`src/rtl/gray_packer.sv`:
```
// Gray-to-RGB565 expander: reads gray bytes from RWM_2 under a 2-credit scheme,
// buffers them in a 2-entry FIFO and streams RGB565 words over valid/ready.
module gray_packer #(
  parameter int N     = 1280,
  parameter int M     = 720,
  parameter int CNT_W = $clog2(N*M+1)
) (
  input  logic        clk,
  input  logic        rst_n,
  input  logic        GP_enable,
  output logic        rd_req,
  input  logic [7:0]  Din,
  input  logic        Din_valid,
  output logic [15:0] Dout,
  output logic        Dout_valid,
  input  logic        Dout_ready,
  output logic        GP_done
);

  typedef enum logic [1:0] {IDLE, RUN, FLUSH, DONE} state_t;

  localparam logic [CNT_W-1:0] TOTAL = CNT_W'(N*M);
  localparam logic [CNT_W-1:0] LAST  = CNT_W'(N*M-1);

  state_t           state_q, state_d;
  logic [CNT_W-1:0] rd_cnt, out_cnt;
  logic [1:0][7:0]  fifo_q;
  logic             wr_ptr, rd_ptr;
  logic [1:0]       occ;
  logic             inflight;
  logic             active, abort, push, pop;
  logic [1:0]       occ_eff;
  logic [7:0]       head;

  assign active     = (state_q == RUN) || (state_q == FLUSH);
  assign abort      = active && !GP_enable;
  assign Dout_valid = (occ != 2'd0);
  assign pop        = Dout_valid && Dout_ready;
  // A byte landing on a full FIFO is a protocol error and is dropped.
  assign push       = Din_valid && active && (occ != 2'd2);

  // Credit check uses occupancy net of this cycle's pop so a word can be
  // replaced every cycle; occ + inflight never exceeds 2, so no overflow.
  assign occ_eff = occ - {1'b0, pop};
  assign rd_req  = (state_q == RUN) && GP_enable && (rd_cnt < TOTAL) &&
                   ((occ_eff + {1'b0, inflight}) < 2'd2);

  assign head    = fifo_q[rd_ptr];
  assign Dout    = Dout_valid ? {head[7:3], head[7:2], head[7:3]} : 16'h0000;
  assign GP_done = (state_q == DONE);

  always_ff @(posedge clk or negedge rst_n) begin
    if (!rst_n) state_q <= IDLE;
    else        state_q <= state_d;
  end

  always_comb begin
    state_d = state_q;
    unique case (state_q)
      IDLE:    if (GP_enable) state_d = RUN;
      RUN:     if (!GP_enable)           state_d = IDLE;
               else if (rd_cnt == TOTAL) state_d = FLUSH;
      // Going on the last handshake makes GP_done land one cycle after it.
      FLUSH:   if (!GP_enable) state_d = IDLE;
               else if ((out_cnt == TOTAL) || (pop && (out_cnt == LAST))) state_d = DONE;
      DONE:    state_d = IDLE;
      default: state_d = IDLE;
    endcase
  end

  always_ff @(posedge clk or negedge rst_n) begin
    if (!rst_n) begin
      rd_cnt   <= '0;
      out_cnt  <= '0;
      fifo_q   <= '0;
      wr_ptr   <= 1'b0;
      rd_ptr   <= 1'b0;
      occ      <= 2'd0;
      inflight <= 1'b0;
    end else if (!active || abort) begin
      // Outside a frame (and on abort) everything is cleared, so a late
      // Din_valid is discarded and the next frame starts from pixel 0.
      rd_cnt   <= '0;
      out_cnt  <= '0;
      wr_ptr   <= 1'b0;
      rd_ptr   <= 1'b0;
      occ      <= 2'd0;
      inflight <= 1'b0;
    end else begin
      inflight <= rd_req;
      if (rd_req && (rd_cnt != TOTAL)) rd_cnt <= rd_cnt + 1'b1;
      if (pop && (out_cnt != TOTAL))   out_cnt <= out_cnt + 1'b1;
      if (push) begin
        fifo_q[wr_ptr] <= Din;
        wr_ptr         <= ~wr_ptr;
      end
      if (pop) rd_ptr <= ~rd_ptr;
      occ <= occ + {1'b0, push} - {1'b0, pop};
    end
  end

endmodule

```
`config.mk`:
```
export PLATFORM = sky130hd
export DESIGN_NAME = gray_packer
export DESIGN_NICKNAME = d
export VERILOG_FILES = /design/src/rtl/gray_packer.sv
export SDC_FILE = /design/constraint.sdc
export NUM_CORES = 1
export LEC_CHECK = 0
export CORE_ASPECT_RATIO = 0.8
export CORE_MARGIN = 4
export CORE_UTILIZATION = 50
export DETAILED_ROUTE_END_ITERATION = 10
export HOLD_SLACK_MARGIN = 0.06
export PLACE_DENSITY = 0.8
export SYNTH_ARGS = -nofsm -noshare
export SYNTH_HDL_FRONTEND = slang
export SYNTH_SLANG_ARGS = --single-unit
```
`constraint.sdc`:
```
create_clock -name clk -period 4.7 [get_ports clk]
set_input_delay 1.175 -clock clk [delete_from_list [all_inputs] [get_ports clk]]
set_output_delay 1.175 -clock clk [all_outputs]
set_load 0.05 [all_outputs]
```
# [Word level (Yosys, flattened, before mapping)]
# Cells that the tools add are included.
[classes] n_mux=22 n_bitwise=3 n_shift=0 div=0 n_mul=0 n_lt_le_gt_ge=5 reduce_logical=24 n_eq_ne=12 addsub=6
[ops] op="$mux 20" n=4
[ops] op="$eq 20x20->1 const B" n=3
[ops] op="$add 20x1->20 const B" n=2
[ops] op="$ne 20x20->1 const B" n=2
[ops] op="$mux 8" n=3
[ops] op="$lt 20x20->1 const B" n=1
[ops] op="$bwmux 16" n=1
[ops] op="$mux 16" n=1
[ops] op="$mux 2" n=6
[ops] op="$logic_and 1x1->1" n=11
[ops] op="$reduce_bool 2->1" n=5
[ops] op="$demux 8 s1" n=1
[ops] op="$pmux 2 s4" n=1
[ops] op="$ne 3x2->1 const B" n=2
[ops] op="$mux 1" n=5
[ops] op="$add 2x1->2" n=2
[ops] op="$eq 2x2->1 const B" n=2
[ops] op="$lt 1x2->1 const B" n=2
[ops] op="$ne 2x2->1 const B" n=2
[ops] op="$sub 2x1->2" n=2
[ops] op="$logic_or 1x1->1" n=3
[ops] op="$not 1->1" n=3
[ops] op="$reduce_and 3->1" n=1
[ops] op="$eq 2x1->1 const B" n=1
[ops] op="other kinds (5)" n=6
[totals] out_inout_bits=19 mem_count=0 ff_bits=63 mem_bits_rw=0 input_bits=13 latch_bits=0 mem_bits_ro=0 elab_cells=81

# [Depth between registers and ports, before layout]
# Gate-level depths: netlist of run 1.
[depth] ltp_word=9 mapped_depth=9 mapped_depth_nobuf=9

# [Worst setup path before layout of run 1]
# OpenSTA, ideal clock, no wires.
[synth_timing] path_kind="input-to-output" start="input port Dout_ready" end="output port rd_req" arrival_ns=2.803 path_stages=7 slack_ns=0.722 n_path_buf=0 path_cell_list="o21ai_1 inv_1 ha_1 nor2b_1 xnor2_1 nand3_1 inv_1"
[synth_via] elab_chain_len=5
[synth_rtl] element="start, declared" line="16" rtl="input logic Dout_ready,"
[synth_rtl] element="$logic_and 1x1->1" line="38" rtl="assign pop = Dout_valid && Dout_ready;"
[synth_rtl] element="$sub 2x1->2" line="44" rtl="assign occ_eff = occ - {1'b0, pop};"
[synth_rtl] element="$add 2x1->2" line="46" rtl="((occ_eff + {1'b0, inflight}) < 2'd2);"
[synth_rtl] element="$lt 2x2->1" line="46"
[synth_rtl] element="$logic_and 1x1->1" line="45" rtl="assign rd_req = (state_q == RUN) && GP_enable && (rd_cnt < TOTAL) &&"
[synth_rtl] element="end, declared" line="11" rtl="output logic rd_req,"
# No other way between the ends.

# [Worst setup path in the final report of run 1]
# Ends and elaborated chain as after synthesis.

==> results of run 1 <==
## placed cells by master (no fill, tap or decap), types with 2 or more instances in the layout
cell             Yosys  final
buf_4               10      5
nand2_1             24     24
o21a_1               2      2
mux2i_1              8      8
xor2_1              17     17
nor3_1               6      6
o21ai_1              2      2
nor4b_1              4      4
o211ai_1             5      5
nor4_1               3      3
dfrtp_1             59     59
and2_1               4      4
or3_1               14     14
inv_1               18     18
and3_1               4      4
a21oi_1             15     15
o21ai_0             10     10
nor2_1              40     40
o31ai_1              2      2
clkdlybuf4s50_1      0     27
or4_1                7      7
mux2_2              12     12
clkbuf_8             0     10
nand4_1             13     13
ha_1                11     11
nand3_1             21     21
clkinv_2             0      2
xnor2_1             10     10
nor4_2               2      2
clkinvlp_4           0      2
## metrics by stage
| stage | power, mW | std cells | instance area [um2] | util | worst slack [ps] |
|---|---|---|---|---|---|
| after global routing | 2.012 | 459 | 3802 | 0.5964 | 269.6 |
| final | 1.893 | 459 | 3802 | 0.5964 | 446.5 |
| after CTS | 1.912 | 459 | 3802 | 0.5964 | 451.7 |
| after detailed placement | 1.440 | 443 | 3601 | 0.5648 | 477.7 |
| after global placement | 1.414 | 443 | 3601 | 0.5648 | 502.9 |
| after floorplan | 1.225 | 345 | 3283 | - | 722.4 |
## registers in the layout, indices dropped and copies added, names as in the netlist
signal	flops
fifo_q	12
out_cnt	20
occ	2
rd_ptr	1
state_q	2
wr_ptr	1
inflight	1
rd_cnt	20
## metal layers
layer,track usage,vias up,routed length (um)
li1,-,1251,-
met1,0.2390,1259,3099
met2,0.2901,73,3141
met3,0.08073,9,424
met4,0.05184,0,75
met5,0,-,0
## worst max-delay path: cells and delay by family
family                     cells  cell delay [ps]
buffers and inverters          4              950
and+or+nand+nor                2              380
adders and majority gates      1              260
xor gates and xnor gates       1              220
AOI/OAI and AO/OA              1               80
## cells by family after synthesis
| group | Yosys count | share of synthesized area |
|---|---|---|
| buf+inv | 38 | 0.05716 |
| compound gates | 42 | 0.07813 |
| xor+xnor | 27 | 0.07203 |
| flops | 59 | 0.4497 |
| simple gates | 148 | 0.2355 |
| mux | 20 | 0.06555 |
| fa+ha+maj | 11 | 0.04192 |
## cell type report
type / count / area, um2
fill: 576 / 2574
timing repair buffer: 34 / 332.8
tap: 84 / 105.1
clock buffer: 10 / 137.6
clock inverter: 6 / 63.81
inverter: 18 / 67.56
sequential: 59 / 1476
multi-input combinational: 248 / 1619
## worst paths after layout
path	from	endpoint	slack, ps	cells past startpoint
max	Dout_ready	rd_req	450	9
min	fifo_q[11]	fifo_q[11]	500	1
max reg2reg	occ[1]	rd_cnt[16]	2100	8
min reg2reg	fifo_q[11]	fifo_q[11]	500	1
max in group asynchronous	rst_n	rd_cnt[8]	2960	2
min in group asynchronous	rst_n	rd_cnt[0]	940	1
## power by group
part | switching [mW] | leakage (nW) | total [mW] | internal, mW
registers | 0.0522 | 0.800 | 0.632 | 0.580
clock network | 0.208 | 0.0987 | 0.466 | 0.259
logic | 0.505 | 0.674 | 0.795 | 0.289
total | 0.765 | 1.57 | 1.89 | 1.13
==> flow_metrics.tcl, run 1 <==
set metrics [dict create \
    min_path_type "reg2reg" \
    area_growth_pct 15.82 \
    netlist_top_cells_count "dfrtp_1 (59), nor2_1 (40), nand2_1 (24)" \
    synthesis.area_um2 3283 \
    rsz0062_at_grt "false" \
    maxSlewHeadroom 0.4121 \
    track_usage 0.1869 \
    yosys_warnings 0 \
    cts_tree "built" \
    via_count 2592 \
    outcome "finished clean" \
    period_share 0.9050 \
    ys_ff_latch 59 \
    setup_viol 0 \
    clkTransAtPathRegs_ps 70 \
    slew_viol_final 0 \
    globalRouteOverflowTotal 0 \
    die_h_um 80.48 \
    setup_tns_ps 0 \
    critPathMaxStageDelay_ps 460 \
    power_density_nw_per_um2 497.9 \
    worstPathCellList "clkdlybuf4s50_1 > o21ai_1 > inv_1 > ha_1 > nor2b_1 > xnor2_1 > nand3_1 > inv_1 > buf_12" \
    grt_pass1_vias 2433 \
    synthCells 345 \
    postCtsSetupBuffers 0 \
    antenna_found_initial 0 \
    crit_slowest_cell "clkdlybuf4s50_1" \
    fin_skew_ps 11.89 \
    chipWidth_um 98.60 \
    worst-endpoint-required_ps 3520 \
    ys_types 41 \
    grt_pass1_wl_um 11600 \
    worst_pin_slew_ps 873.8 \
    drt_first_iter_violations 160 \
    crit_top_cell "inv_1" \
    drc 0 \
    drv_cap 0 \
    ir_drop_mv 0.2013 \
    gp_congestion 0.7892 \
    period_needed_ps 4254 \
    antenna_cells_inserted 0 \
    syn_nets 369 \
    crit_type "in2out" \
    core_um2 6376 \
    numCtsBuffers 9 \
    cp.arrival_ps 3080 \
    startpoint_type "primary input" \
    critPathMaxFanout 4 \
    grt_max_degree 38 \
    clockBufferDepth 2 \
    end_kind "output port" \
    synth_top_area_share 0.4497 \
    seq_area_frac_synth 0.4497 \
    cts_resized 0 \
    ios 32 \
    dp_hpwl_um 4644 \
    drt-pass1-iter-count 5 \
    hold_slack_ps 504.7 \
    syn_avg_cell_area_um2 9.516 \
    initial_core_util 0.5149 \
    synth_area_leaders "dfrtp_1 (45%), nor2_1 (4.6%), xor2_1 (4.5%)" \
    numClockSinks 59 \
    yosys_most_used_dff "dfrtp_1" \
    final_antenna_net_count 0 \
    wl_per_cell_um 14.69 \
    yosysMostFrequentCell "dfrtp_1" \
    die_area_um2 7935 \
    synth_edf_count 0 \
    layout-drive-gt1-share 0.1093 \
    cellLeakagePower_nw 1.572 \
    port_buffers 29 \
    hold_violations 0 \
    max_freq_mhz 235.1 \
    cts_root_buf "clkbuf_8" \
    hold_buffers 0 \
    nets 394 \
    clock_latency_ps 350 \
    row_count 26 \
    cts_htree_levels 3 \
    routed_wl_um 6741 \
    synth_top_area_cell "dfrtp_1" \
    async_reset_ff_frac 1.000 \
    vias_per_cell 5.647 \
]
Power figures use the tool's default switching activity.
==> run 2, diff against run 1 <==
==> constraint.sdc (replaced) <==
create_clock -name clk -period 5.4 [get_ports clk]
set_input_delay 1.35 -clock clk [delete_from_list [all_inputs] [get_ports clk]]
set_output_delay 1.35 -clock clk [all_outputs]
set_load 0.05 [all_outputs]
==> flow_metrics.tcl, run 2 (synthesis gave the netlist of run 1 again) <==
set metrics [dict create \
    outcome "finished clean" \
    die_h_um 80.48 \
    drt_first_iter_violations 184 \
    initial_core_util 0.5149 \
    cts_root_buf "clkbuf_8" \
    period_share 0.8480 \
    layout_commonest_cell "dfrtp_1" \
    p_int_mw 1.015 \
    largestRegisters "out_cnt (20), rd_cnt (20), fifo_q (12)" \
    layout-drive-gt1-share 0.1070 \
    startpoint_type "primary input" \
    worstHoldStart "rd_cnt[19]" \
    routed_wl_um 6670 \
    area_growth_pct 16.27 \
    cts_htree_levels 3 \
    hold_buffers 0 \
    cts_tree "built" \
    chipWidth_um 98.60 \
    numClockSinks 59 \
    port_buffers 29 \
    wl_per_cell_um 14.56 \
    clkTransAtPathRegs_ps 70 \
    cellLeakagePower_nw 1.583 \
    worst_slack_ps 820.8 \
    setup_tns_ps 0 \
    dpl-instance-area_um2 3593 \
    dp_hpwl_um 4627 \
    worst_pin_slew_ps 996.3 \
    period_needed_ps 4579 \
    track_usage 0.1813 \
    numCtsBuffers 9 \
    end_kind "output port" \
    max_freq_mhz 218.4 \
    p_sw_uw 672.3 \
    r2r-start "occ[1]" \
    power_density_nw_per_um2 442.1 \
    die_area_um2 7935 \
    fin_skew_ps 8.990 \
    r2r_setup_slack_ps 2760 \
    switching_share 0.3984 \
    globalRouteOverflowTotal 0 \
    clockBufferDepth 2 \
    ir_drop_mv 0.2166 \
    hold_violations 0 \
    crit_top_cell "inv_1" \
    vias_per_cell 5.600 \
    final_antenna_net_count 0 \
    gp_congestion 0.7764 \
    critical_path_cell_count 9 \
    crit_type "in2out" \
    critPathMaxStageDelay_ps 470 \
    antenna_cells_inserted 0 \
    min_path_type "reg2reg" \
    grt_pass1_vias 2386 \
    nets 393 \
    sequentialPowerShare 0.327 \
    p_clk_frac 0.268 \
    maxSlewHeadroom 0.3342 \
    cp.buffers_inverters 4 \
    worstHoldPathCells 1 \
    critPathMaxFanout 4 \
    slew_viol_final 0 \
    antenna_found_initial 0 \
    cp_top_family "buffers and inverters" \
    dp_slack_ps 832.4 \
    rsz0062_at_grt "false" \
    worstPathCellList "clkdlybuf4s50_1 > o21ai_1 > inv_1 > ha_1 > nor2b_1 > xnor2_1 > nand3_1 > inv_1 > buf_12" \
    cp.arrival_ps 3230 \
    drc 0 \
    p_comb_frac 0.405 \
    ios 32 \
    worst-endpoint-required_ps 4050 \
    setup_viol 0 \
    drt-pass1-iter-count 4 \
    cts_resized 0 \
    final_cell_mix "dfrtp_1 (59), nor2_1 (40), clkdlybuf4s50_1 (27)" \
    crit_slowest_cell "clkdlybuf4s50_1" \
    clock_latency_ps 350 \
    core_um2 6376 \
    grt_pass1_wl_um 11300 \
    r2r_cells 8 \
    grt_max_degree 60 \
    row_count 26 \
    via_count 2565 \
    postCtsSetupBuffers 0 \
    drv_cap 0 \
    startpoint "Dout_ready" \
    fin_area_um2 3817 \
]
==> run 2: area by class of cell <==
class / instances / area, um2
well taps: 84 / 105.1
flip-flops and latches: 59 / 1476
repair buffers: 33 / 325.3
inverters: 18 / 67.56
clock buffers: 9 / 123.9
multi-input cells: 248 / 1619
fillers: 562 / 2559
clock inverters: 7 / 100.1
==> run 2: worst paths after layout <==
check	end
max	rd_req
min	rd_cnt[19]
max reg2reg	rd_cnt[15]
min reg2reg	rd_cnt[19]
max in group asynchronous	out_cnt[10]
min in group asynchronous	rd_cnt[0]
==> run 2: power by group through the flow <==
| stage | sequential [mW] | combinational (mW) | clock (mW) |
|---|---|---|---|
| CTS | 0.551 | 0.691 | 0.465 |
| detailed placement | 0.559 | 0.688 | 0 |
| finish | 0.551 | 0.684 | 0.453 |
| global route | 0.562 | 0.738 | 0.485 |
| floorplan | 0.543 | 0.523 | 0 |
| global placement | 0.553 | 0.673 | 0 |
==> run 2: metal layers <==
| metal | GRT usage | part of all wire | vias up |
|---|---|---|---|
| met4 | 0.05048 | 0.0034 | 0 |
| met1 | 0.2387 | 0.47 | 1235 |
| li1 | - | - | 1247 |
| met3 | 0.07118 | 0.064 | 2 |
| met2 | 0.2787 | 0.47 | 81 |
| met5 | 0 | 0 | - |
==> run 2: metrics by stage <==
stage	utilization	hold slack [ps]	total power, mW	cells
after floorplan	-	457.1	1.066	345
after global placement	0.5636	471.4	1.226	442
after detailed placement	0.5636	485.0	1.248	442
after CTS	0.5987	501.6	1.707	458
after global routing	0.5987	531.0	1.784	458
final	0.5987	496.2	1.688	458
==> run 3, diff against run 2 <==
--- a/config.mk
+++ b/config.mk
@@ -10,7 +10,7 @@
 export CORE_UTILIZATION = 50
 export DETAILED_ROUTE_END_ITERATION = 10
 export HOLD_SLACK_MARGIN = 0.06
-export PLACE_DENSITY = 0.8
+export PLACE_DENSITY = 0.83
 export SYNTH_ARGS = -nofsm -noshare
 export SYNTH_HDL_FRONTEND = slang
 export SYNTH_SLANG_ARGS = --single-unit
==> constraint.sdc (replaced) <==
create_clock -name clk -period 4.1 [get_ports clk]
set_input_delay 1.025 -clock clk [delete_from_list [all_inputs] [get_ports clk]]
set_output_delay 1.025 -clock clk [all_outputs]
set_load 0.05 [all_outputs]
==> flow_metrics.tcl, run 3 (synthesis gave the netlist of run 1 again) <==
set metrics [dict create \
    outcome "finished clean" \
    grt_max_degree 38 \
    critPathMaxFanout 4 \
    ir_drop_mv 0.3685 \
    hold_slack_ps 498.2 \
    cp.arrival_ps 2890 \
    track_usage 0.1936 \
    layout-drive-gt1-share 0.1120 \
    area_growth_pct 17.00 \
    numClockSinks 59 \
    maxSlewHeadroom 0.3511 \
    clockBufferDepth 2 \
    antenna_found_initial 0 \
    crit_type "in2out" \
    globalRouteOverflowTotal 0 \
    setup_tns_ps 0 \
    final_cell_mix "dfrtp_1 (59), nor2_1 (40), clkdlybuf4s50_1 (27)" \
    port_buffers 29 \
    end_kind "output port" \
    hold_violations 0 \
    drt_first_iter_violations 164 \
    fin_skew_ps 9.189 \
    ios 32 \
    grt_pass1_vias 2546 \
    die_area_um2 7935 \
    period_share 0.9544 \
    setup_viol 0 \
    initial_core_util 0.5149 \
    min_path_type "reg2reg" \
    fin_area_um2 3841 \
    core_um2 6376 \
    gp_congestion 0.8317 \
    startpoint_type "primary input" \
    worst_pin_slew_ps 964.4 \
    final_util 0.6024 \
    die_h_um 80.48 \
    rsz0062_at_grt "false" \
    row_count 26 \
    drv_cap 0 \
    drt-pass1-iter-count 4 \
    period_needed_ps 3913 \
    via_count 2616 \
    cts_tree "built" \
    numCtsBuffers 9 \
    antenna_cells_inserted 0 \
    routed_wl_um 6979 \
    largestRegisters "out_cnt (20), rd_cnt (20), fifo_q (12)" \
    clock_latency_ps 340 \
    drc 0 \
    chipWidth_um 98.60 \
    vias_per_cell 5.699 \
    cts_root_buf "clkbuf_8" \
    cts_htree_levels 3 \
    cellLeakagePower_nw 1.596 \
    wl_per_cell_um 15.20 \
    nets 395 \
    max_freq_mhz 255.6 \
    clkTransAtPathRegs_ps 70 \
    final_antenna_net_count 0 \
    grt_pass1_wl_um 12080 \
    dp_hpwl_um 5096 \
    hold_buffers 0 \
    power_density_nw_per_um2 587.6 \
    worst-endpoint-required_ps 3070 \
    slew_viol_final 0 \
    dpl-instance-area_um2 3608 \
    layout_commonest_cell "dfrtp_1" \
]
run 3: cell count changes in the layout (fill, tap and decap cells not counted):
| cell | delta |
|---|---|
| buf_4 | +2 |
| clkbuf_8 | +2 |
| inv_6 | -2 |
| clkinv_4 | -1 |
| xnor2_1 | -1 |
| xnor2_2 | +1 |
run 3: area by class of cell:
cell class	count	area [um2]
Clock buffer	11	151.4
Clock inverter	4	73.82
Fill cell	553	2535
Inverter	18	67.56
Multi-Input combinational cell	248	1627
Sequential cell	59	1476
Tap cell	84	105.1
Timing Repair Buffer	35	340.3
run 3: worst paths after layout:
kind / slack (ps) / endpoint / cells past startpoint / from
setup / recovery: 190 / rd_req / 9 / Dout_ready
hold / removal: 500 / rd_cnt[19] / 1 / rd_cnt[19]
setup reg to reg: 1480 / rd_cnt[16] / 8 / occ[1]
hold reg to reg: 500 / rd_cnt[19] / 1 / rd_cnt[19]
max in group asynchronous: 2500 / fifo_q[13] / 2 / rst_n
min in group asynchronous: 790 / state_q[0] / 1 / rst_n
run 3: critical path: stages:
cell and delay [ps]:
clkdlybuf4s50_1 430, o21ai_1 120, inv_1 110, ha_1 290, nor2b_1 260, xnor2_2 190
nand3_1 140, inv_1 170, buf_12 160
run 3: layer usage:
metal	vias up	global-route usage	wire length, um
met5	-	0	0
met4	0	0.06548	89
met3	9	0.06250	477
met2	74	0.3077	3305
met1	1286	0.2507	3105
li1	1247	-	-
run 3: repair_timing:
| item | CTS | global route |
|---|---|---|
| gates resized for setup | 0 | 1 |
| setup endpoints to repair | 0 | 1 |
| buffers inserted | 0 | 0 |
run 3: power breakdown:
| part | total [mW] | leakage, nW | internal [mW] | switching (mW) |
|---|---|---|---|---|
| combinational | 0.927 | 0.680 | 0.339 | 0.589 |
| sequential | 0.726 | 0.800 | 0.665 | 0.0610 |
| clock | 0.603 | 0.115 | 0.372 | 0.232 |
| total | 2.26 | 1.60 | 1.38 | 0.881 |
run 3: per-stage QoR:
step                worst slack [ps]  power [mW]  cells
floorplan                      422.4       1.404    345
global placement               210.9       1.623    444
detailed placement             198.4       1.667    444
CTS                            169.8       2.274    459
global route                   39.31       2.386    459
finish                         187.0       2.257    459
